$ cat src/rtl/fifo_uart_tx.sv
// Serial transmitter fed from a registered-read sync FIFO: pops one byte per frame and
// sends start, 8 data bits LSB-first, optional parity and one stop bit on tx.
module fifo_uart_tx #(
    parameter int CLKS_PER_BIT = 16,
    parameter bit PARITY_EN    = 1'b0,
    parameter bit PARITY_ODD   = 1'b0
) (
    input  logic       clk,
    input  logic       rst,
    input  logic       tx_en,
    input  logic       fifo_empty,
    input  logic [7:0] fifo_data,
    output logic       fifo_rd_en,
    output logic       tx,
    output logic       busy,
    output logic       byte_done
);

    localparam int            BW        = (CLKS_PER_BIT > 1) ? $clog2(CLKS_PER_BIT) : 1;
    localparam logic [BW-1:0] BAUD_LAST = BW'(CLKS_PER_BIT - 1);

    typedef enum logic [2:0] {
        IDLE,
        FETCH,
        LOAD,
        START,
        DATA,
        PARITY,
        STOP
    } state_t;

    state_t        state, state_n;
    logic [BW-1:0] baud_cnt, baud_n;
    logic [2:0]    bit_idx, bit_n;
    logic [7:0]    shift_reg, shift_n;
    logic          parity_bit, parity_n;
    logic          tx_n, rd_en_n, busy_n, done_n;
    logic          baud_last;

    assign baud_last = (baud_cnt == BAUD_LAST);

    // NOTE: sequential state uses non-blocking assignments so every register samples
    // the values from before the edge, regardless of statement order.
    always_ff @(posedge clk) begin
        if (rst) begin
            state      <= IDLE;
            baud_cnt   <= '0;
            bit_idx    <= '0;
            shift_reg  <= '0;
            parity_bit <= 1'b0;
            tx         <= 1'b1;
            fifo_rd_en <= 1'b0;
            busy       <= 1'b0;
            byte_done  <= 1'b0;
        end else begin
            state      <= state_n;
            baud_cnt   <= baud_n;
            bit_idx    <= bit_n;
            shift_reg  <= shift_n;
            parity_bit <= parity_n;
            tx         <= tx_n;
            fifo_rd_en <= rd_en_n;
            busy       <= busy_n;
            byte_done  <= done_n;
        end
    end

    // NOTE: every signal gets a default before the case so no path leaves one
    // unassigned, which would otherwise infer a latch.
    always_comb begin
        state_n  = state;
        baud_n   = baud_cnt;
        bit_n    = bit_idx;
        shift_n  = shift_reg;
        parity_n = parity_bit;

        unique case (state)
            IDLE: begin
                if (tx_en && !fifo_empty) state_n = FETCH;
            end
            FETCH: state_n = LOAD;
            LOAD: begin
                shift_n  = fifo_data;
                parity_n = PARITY_ODD ? ~^fifo_data : ^fifo_data;
                baud_n   = '0;
                state_n  = START;
            end
            START, DATA, PARITY, STOP: begin
                baud_n = baud_last ? '0 : baud_cnt + BW'(1);
                if (baud_last) begin
                    unique case (state)
                        START: begin
                            bit_n   = '0;
                            state_n = DATA;
                        end
                        DATA: begin
                            if (bit_idx == 3'd7) begin
                                bit_n   = '0;
                                state_n = PARITY_EN ? PARITY : STOP;
                            end else begin
                                bit_n   = bit_idx + 3'd1;
                                shift_n = {1'b0, shift_reg[7:1]};
                            end
                        end
                        PARITY:  state_n = STOP;
                        default: state_n = IDLE;
                    endcase
                end
            end
            default: state_n = IDLE;
        endcase

        // Outputs are decoded from the next state so they can be registered without lag.
        unique case (state_n)
            START:   tx_n = 1'b0;
            DATA:    tx_n = shift_n[0];
            PARITY:  tx_n = parity_n;
            default: tx_n = 1'b1;
        endcase
        rd_en_n = (state_n == FETCH);
        busy_n  = (state_n != IDLE);
        done_n  = (state_n == STOP) && (baud_n == BAUD_LAST);
    end

endmodule
$ cat config.mk
export PLATFORM = sky130hd
export DESIGN_NAME = fifo_uart_tx
export DESIGN_NICKNAME = d
export VERILOG_FILES = /design/src/rtl/fifo_uart_tx.sv
export SDC_FILE = /design/constraint.sdc
export NUM_CORES = 1
export LEC_CHECK = 0
export ABC_AREA = 1
export BUFFER_PORTS_ARGS = -buffer_cell sky130_fd_sc_hd__buf_2
export CAP_MARGIN = 10
export CORE_MARGIN = 2
export CORE_UTILIZATION = 60
export DETAILED_ROUTE_END_ITERATION = 10
export PLACE_DENSITY = 0.87
export SYNTH_ARGS = -nofsm -noshare
export SYNTH_HDL_FRONTEND = slang
export SYNTH_SLANG_ARGS = --single-unit
$ cat constraint.sdc
create_clock -name clk -period 3.75 [get_ports clk]
set_input_delay 0.75 -clock clk [delete_from_list [all_inputs] [get_ports clk]]
set_output_delay 0.75 -clock clk [all_outputs]
set_load 0.03 [all_outputs]
Word-level counts from Yosys, hierarchy flattened:

Cells that the tools add are included.

* add/sub/neg operators: 2
* muxes and demuxes: 15
* eq/ne operators: 17
* reductions and logical operators: 11

Operators with widths (number)
* two-way mux 8 bit: 3
* == test 3 bit (second input constant): 7
* case mux 8 bit (2 select lines): 1
* two-way mux 3 bit: 4
* case mux 3 bit (4 select lines): 1
* == test 3 x 2 -> 1 bit (second input constant): 3
* case mux 3 bit (3 select lines): 1
* == test 4 bit (second input constant): 2
* case mux 4 bit (2 select lines): 1
* XOR reduction 8 bit: 1
* == test 3 x 1 -> 1 bit (second input constant): 2
* != test 2 bit (second input constant): 3
* case mux 3 bit (2 select lines): 1
* adder 4 x 1 -> 4 bit (second input constant): 1
* two-way mux 4 bit: 1
* AND reduction 4 bit: 1
* nonzero test 2 bit: 2
* OR reduction 4 bit: 1
* adder 3 x 1 -> 3 bit (second input constant): 1
* logical NOT 3 bit: 1
* case mux 1 bit (3 select lines): 1
* AND reduction 3 bit: 1
* nonzero test 3 bit: 1
* logical AND 1 bit: 2
* other kinds (2): 2

* input port bits: 12
* output and inout bits: 4
* word-level logic and storage cells: 55
* register bits after elaboration: 23

Longest topological paths before layout:

Gate-level depths: netlist of run 1.

* word-level depth: 7
* depth in mapped cells: 11
* depth with buffers taken out: 11

Worst setup path before layout of run 1:

Ideal clock, no wire load.

* path type: input-to-reg
* start: input fifo_empty
* end: register tx
* slack: 2.276 ns
* data arrival time: 1.352 ns
* cell stages on the path: 8
* buffers on the path: 0
* data required time: 3.628 ns
* setup time: 0.122 ns
* cells stage by stage: inv_1 nand2_1 nor2_1 nor2_1 nand2_1 nand3_1 a21oi_1 nand3_1

* cells in the longest elaborated chain, start to end: 6
* elaborated cells on any way between the ends: 8
* those cells by class: eq/ne: 3; mux: 3; reduce/logical: 2

RTL lines
* start, declared: RTL line 11 `input logic fifo_empty,`
* logical NOT 1 bit *: RTL line 79 `if (tx_en && !fifo_empty) state_n = FETCH;`
* logical AND 1 bit *: RTL line 79
* two-way mux 3 bit *: RTL line 79
* case mux 3 bit (4 select lines) *: RTL line 77 `unique case (state)`
* == test 3 bit or == test 3 x 2 -> 1 bit (tied branches): RTL line 114 `unique case (state_n)`
* case mux 1 bit (3 select lines) *: RTL line 114
* end signal, assigned: RTL line 61 `tx <= tx_n;`
* end, declared: RTL line 14 `output logic tx,`

Mark *: on every way between the ends. The rest lies on a longest branch, timed or not.
A chain may end at the register's enable or synchronous reset.

Final worst setup path of run 1:

* start: register state[1]
* end: register shift_reg[7]

* cells in the longest elaborated chain, start to end: 4
* elaborated cells on any way between the ends: 12
* those cells by class: eq/ne: 8; mux: 1; reduce/logical: 3

RTL lines
* start, declared: RTL line 32 `state_t state, state_n;`
* start signal, assigned: RTL line 56 `state <= state_n;`
* == test 3 bit, or another cell as far along: RTL line 77, 91
* OR reduction 4 bit: RTL line 77
* != test 2 bit (no line) or nonzero test 2 bit (tied branches)
* AND reduction 4 bit (no line)
* end signal, assigned: RTL line 59 `shift_reg <= shift_n;`
* end, declared: RTL line 35 `logic [7:0] shift_reg, shift_n;`

Several ways; a longest one is shown, not always the timed one.

==> impl_metrics.ini, run 1 <==
[placement]
portBuffers = 15
dp_hpwl_um = 2210
gp_congestion = 0.907
dp_slack_ns = 1.87

[floorplan]
core_um2 = 1980
die_height_um = 50.1
die_w_um = 50.1
rows = 16
ioPinCount = 16
initial_core_util = 0.644
die_area_um2 = 2510

[critical_path]
crit_slowest_cell = nor3_2
crit_chain = inv_2, nor3_2, inv_2, nand2_1, o211ai_2, a22oi_1, nor2_1
r2r_slack_ns = 1.85
rr_startpoint = state[1]
reg2regPathDepth = 7
cp.required_ns = 3.94
r2r-end = shift_reg[7]
path_common_cell = inv_2
cp_max_fo = 12
cpLargestDelayFamily = simple AND/OR/NAND/NOR gates
cpPeakStageDelay_ns = 0.54
worstSetupPathType = reg -> reg
cp_num_buf_inv = 2
cp-start-kind = flip-flop
worst_setup_path_end_kind = flip-flop
arrival_ns = 2.09

[layout]
antenna_cells = 0
layout-drive-gt1-share = 0.141
fillers = 184
largest_register_ffs = 8
final_net_count = 222
syn_to_final_growth_pct = 9.71

[logic_synthesis]
yosys.area.top_type = dfxtp_1
yosys.cell_types.count = 25
ys_warn_count = 0
synth_common_cells = nand2_1, dfxtp_1, nor2_1, nand3_1, inv_1
syn_avg_cell_area_um2 = 6.72
synth-seq-cells = 23
synth_seq_area_share = 0.361
syn_nets = 205
synth_area_leaders = dfxtp_1, nand2_1, nand3_1, nor2_1, a21oi_1
synth_top_area_share = 0.361
async_flop_share = 0
synth_edf_count = 0
synth_cells = 190
yosysMostFrequentCell = nand2_1
synthFlopType = dfxtp_1
synth_area_um2 = 1280

[sta]
relSlewSlack = 0.531
slew_violations = 0
worstMarginPinSlew_ns = 0.699
layout_min_cycle_time_ns = 1.90
clock_skew_ns = 0.00931
tns_ns = 0
fmaxAchievable_mhz = 526
final-setup-viol-count = 0
min_period_over_period = 0.507
fin_ws_ns = 1.85
rsz0062_at_grt = no
hold_viol = 0

[clocking]
ctsRootBufferMaster = clkbuf_4
clk_latency_ns = 0.31
clock_path_buffers = 2
cts.sinks = 23
post_cts_resized = 0
path_clk_slew_ns = 0.13
cts_setup_buffers = 0
tritoncts = yes
h-tree-depth = 1
ctsHoldBuffers = 0
cts_made_buffers = 3

[grt]
grt_pass1_wl_um = 4930
grt_usage = 0.251
gr-total-overflow = 0
antenna_found_initial = 0
grt_start_max_net_pins = 22
grt_pass1_vias = 1202

[pwr]
switching_power_mw = 0.135
peakVddDrop_v = 0.000207
pwr-share-comb = 0.187
seq_power_share = 0.569
p_leak_nw = 0.644
internal_power_mw = 0.325
p_clk_frac = 0.245
switching_share = 0.293
p_per_area_nw_per_um2 = 329

[drt]
routed_wl_um = 2780
antenna_violating_nets_post_route = 0
routedWlPerCell_um = 11.9
route.detailed.drc = 1
drt-initial-drc-count = 24
dr.pass1.iters = 10
avgViaCountPerCell = 5.42
num_vias = 1264

[worst_hold_path]
whs_endpoint = shift_reg[4]
hp-class = reg -> reg
worstHoldStart = shift_reg[4]
hold-path-cell-count = 2

[status]
status = finished, violations left
violations = DRC

[job]
maxCapViolations = 0
[how the worst max path moves through the flow]
stage	start	to	depth (start not counted)
6_report	state[1]	shift_reg[7]	7
5_1_grt	state[1]	shift_reg[7]	7
4_1_cts	state[1]	shift_reg[7]	7
3_5_place_dp	state[1]	shift_reg[7]	7
3_3_place_gp	state[1]	tx	7
2_1_floorplan	fifo_empty	tx	8
[metal layers]
| metal | part of all wire | GRT usage | up-vias |
|---|---|---|---|
| li1 | - | - | 648 |
| met2 | 0.50 | 0.432 | 30 |
| met5 | 0 | 0 | - |
| met3 | 0.041 | 0.0394 | 6 |
| met1 | 0.44 | 0.309 | 580 |
| met4 | 0.018 | 0.102 | 0 |
[placed cells by master, fill, tap and decap left out]
master	netlist	final
nor3_1	1	1
dfxtp_1	23	23
nor2_2	1	1
xnor2_1	5	5
inv_1	17	17
ha_1	3	3
nand2_1	57	57
a21oi_1	14	14
inv_2	4	4
nand2_2	1	1
nor3_2	1	1
o211ai_2	1	1
nand4_1	2	2
nor3b_1	1	1
xor2_1	5	5
clkbuf_4	0	3
clkinv_1	1	1
a22oi_1	7	7
nand3_2	1	1
clkinv_2	0	1
nor2_1	20	20
nand3b_1	1	1
or2_2	1	1
buf_2	1	15
nand3_1	18	18
o21ai_0	2	2
[worst register-to-register path: cells and delay by family, from the launching register on]
family                 cells  cell delay [ns]
and+or+nand+nor            3             0.71
AOI/OAI and AO/OA          2             0.35
DFF                        1             0.48
buffers and inverters      2             0.24
[metrics by stage]
| stage | instances | total power [mW] | utilization | cell area (um^2) | hold WS [ns] |
|---|---|---|---|---|---|
| after CTS | 233 | 0.463 | 0.706 | 1400 | 0.478 |
| final | 233 | 0.460 | 0.706 | 1400 | 0.476 |
| after global routing | 233 | 0.486 | 0.706 | 1400 | 0.489 |
| after global placement | 229 | 0.348 | 0.693 | 1370 | 0.454 |
| after detailed placement | 229 | 0.352 | 0.693 | 1370 | 0.460 |
| after floorplan | 190 | 0.328 | - | 1280 | 0.441 |
[kinds of logic (layout without fill, tap and decap cells)]
logic type,after synthesis,count (layout),synth area share
flip-flops,23,23,0.361
AO/OA/AOI/OAI,24,24,0.114
adder cells (fa/ha/maj),3,3,0.0294
XOR/XNOR,10,10,0.0686
buffers and inverters,25,41,0.0745
AND/OR/NAND/NOR,105,105,0.353
[layout make-up]
| class | instances | area (um^2) | area share |
|---|---|---|---|
| repair buffers | 15 | 75.1 | 0.0536 |
| inverters | 22 | 82.6 | 0.0590 |
| well taps | 27 | 33.8 | 0.0241 |
| multi-input cells | 142 | 721 | 0.515 |
| flip-flops and latches | 23 | 460 | 0.329 |
| clock inverters | 1 | 5.00 | 0.00357 |
| clock buffers | 3 | 22.5 | 0.0161 |
[power groups by stage]
stage	Sequential (mW)	Clock [mW]	Combinational (mW)
6_report	0.262	0.113	0.0859
5_1_grt	0.263	0.125	0.0974
4_1_cts	0.262	0.116	0.0857
3_5_place_dp	0.267	0	0.0854
3_3_place_gp	0.266	0	0.0819
2_1_floorplan	0.271	0	0.0576
(Power assumes the default switching activity.)
==> run 2, diff against run 1 <==
Settings changed: CORE_UTILIZATION 60 to 51, PLACE_DENSITY 0.87 to 0.79.
Clock period 3.75 ns to 1.7 ns, I/O delays scaled along.
==> impl_metrics.ini, run 2 (same netlist as run 1, synthesis figures left out) <==
[pwr]
p_leak_nw = 0.650
seq_power_share = 0.564
switching_share = 0.293
p_clk_frac = 0.251
switching_power_mw = 0.301
peakVddDrop_v = 0.000526
p_per_area_nw_per_um2 = 717
pwr-share-comb = 0.185
internal_power_mw = 0.726

[sta]
slew_violations = 0
relSlewSlack = 0.741
hold_viol = 0
tns_ns = 0
worstMarginPinSlew_ns = 0.388
final-setup-viol-count = 0
rsz0062_at_grt = no
holdWs_ns = 0.257
min_period_over_period = 0.913
clock_skew_ns = 0.0144
layout_min_cycle_time_ns = 1.55
fmaxAchievable_mhz = 645
fin_ws_ns = 0.148

[layout]
fin_area_um2 = 1430
fillers = 245
fin_util = 0.588
antenna_cells = 0
final_common_cell = nand2_1
largest_register_ffs = 8
final_cell_mix = nand2_1, dfxtp_1, nor2_1
final_net_count = 224
syn_to_final_growth_pct = 12.2
layout-drive-gt1-share = 0.168

[status]
status = complete, no violations

[grt]
gr-total-overflow = 0
grt_usage = 0.199
grt_pass1_vias = 1002
antenna_found_initial = 0
grt_pass1_wl_um = 4200
grt_start_max_net_pins = 22

[job]
maxCapViolations = 0

[drt]
antenna_violating_nets_post_route = 0
num_vias = 1222
drt-initial-drc-count = 35
route.detailed.drc = 0
routedWlPerCell_um = 11.1
dr.pass1.iters = 5
routed_wl_um = 2640
avgViaCountPerCell = 5.13

[clocking]
h-tree-depth = 1
clock_path_buffers = 2
ctsRootBufferMaster = clkbuf_4
path_clk_slew_ns = 0.13
tritoncts = yes
clk_latency_ns = 0.32
cts_made_buffers = 3
cts.sinks = 23

[worst_hold_path]
hp-class = in -> reg

[critical_path]
worstSetupPathType = reg -> reg
worst_setup_path_end_kind = flip-flop
cp_max_fo = 7
cp.required_ns = 1.96
r2r_slack_ns = 0.15
cp-start-kind = flip-flop
arrival_ns = 1.81

[floorplan]
die_area_um2 = 2920
die_height_um = 54.0
rows = 18
core_um2 = 2430
ioPinCount = 16
die_w_um = 54.0
initial_core_util = 0.525

[placement]
dpl-instance-area_um2 = 1380
dp_hpwl_um = 1960
gp_congestion = 0.989
portBuffers = 15
dp_slack_ns = 0.139
run 2: per-stage QoR:
step	power (mW)	cells
CTS	1.03	237
global route	1.08	238
finish	1.03	238
detailed placement	0.780	233
floorplan	0.724	190
global placement	0.777	233
run 2: area by class of cell:
class | count | area (um^2) | share of cell area
clock buffer | 4 | 26.3 | 0.0184
sequential | 23 | 464 | 0.324
timing repair buffer | 17 | 90.1 | 0.0629
tap | 30 | 37.5 | 0.0262
inverter | 22 | 82.6 | 0.0577
multi-input combinational | 142 | 731 | 0.510
run 2: routing by layer:
layer	track usage	up-vias	wire length, um
met1	0.283	540	1310
met3	0.0583	6	110
met4	0.0625	0	49
met5	0	-	0
met2	0.287	28	1170
li1	-	648	-
run 2: timing repair:
item / 4_1_cts / 5_1_grt
endpoints found under the setup margin: 0 / 10
hold buffers: 0 / 0
setup buffers: 0 / 1
gates resized for setup: 0 / 6
run 2: power by group through the flow:
stage / clock network (mW) / registers [mW] / logic (mW)
after floorplan: 0 / 0.597 / 0.127
after global placement: 0 / 0.590 / 0.187
after detailed placement: 0 / 0.590 / 0.190
after CTS: 0.261 / 0.578 / 0.191
after global routing: 0.276 / 0.583 / 0.219
final: 0.257 / 0.579 / 0.190
run 2: path summary, 6_finish.rpt:
kind	start	end	depth (start not counted)
min	fifo_empty	fifo_rd_en	4
max reg2reg	state[2]	shift_reg[4]	7
min reg2reg	shift_reg[3]	shift_reg[3]	2
max	state[2]	shift_reg[4]	7
run 2: worst max-delay path: stages, from the launching register on:
cell and delay, ns:
dfxtp_1 0.37, inv_1 0.15, nand3_1 0.13, nand2_2 0.16
inv_2 0.09, o211ai_2 0.34, nand2_1 0.10, a21oi_1 0.14
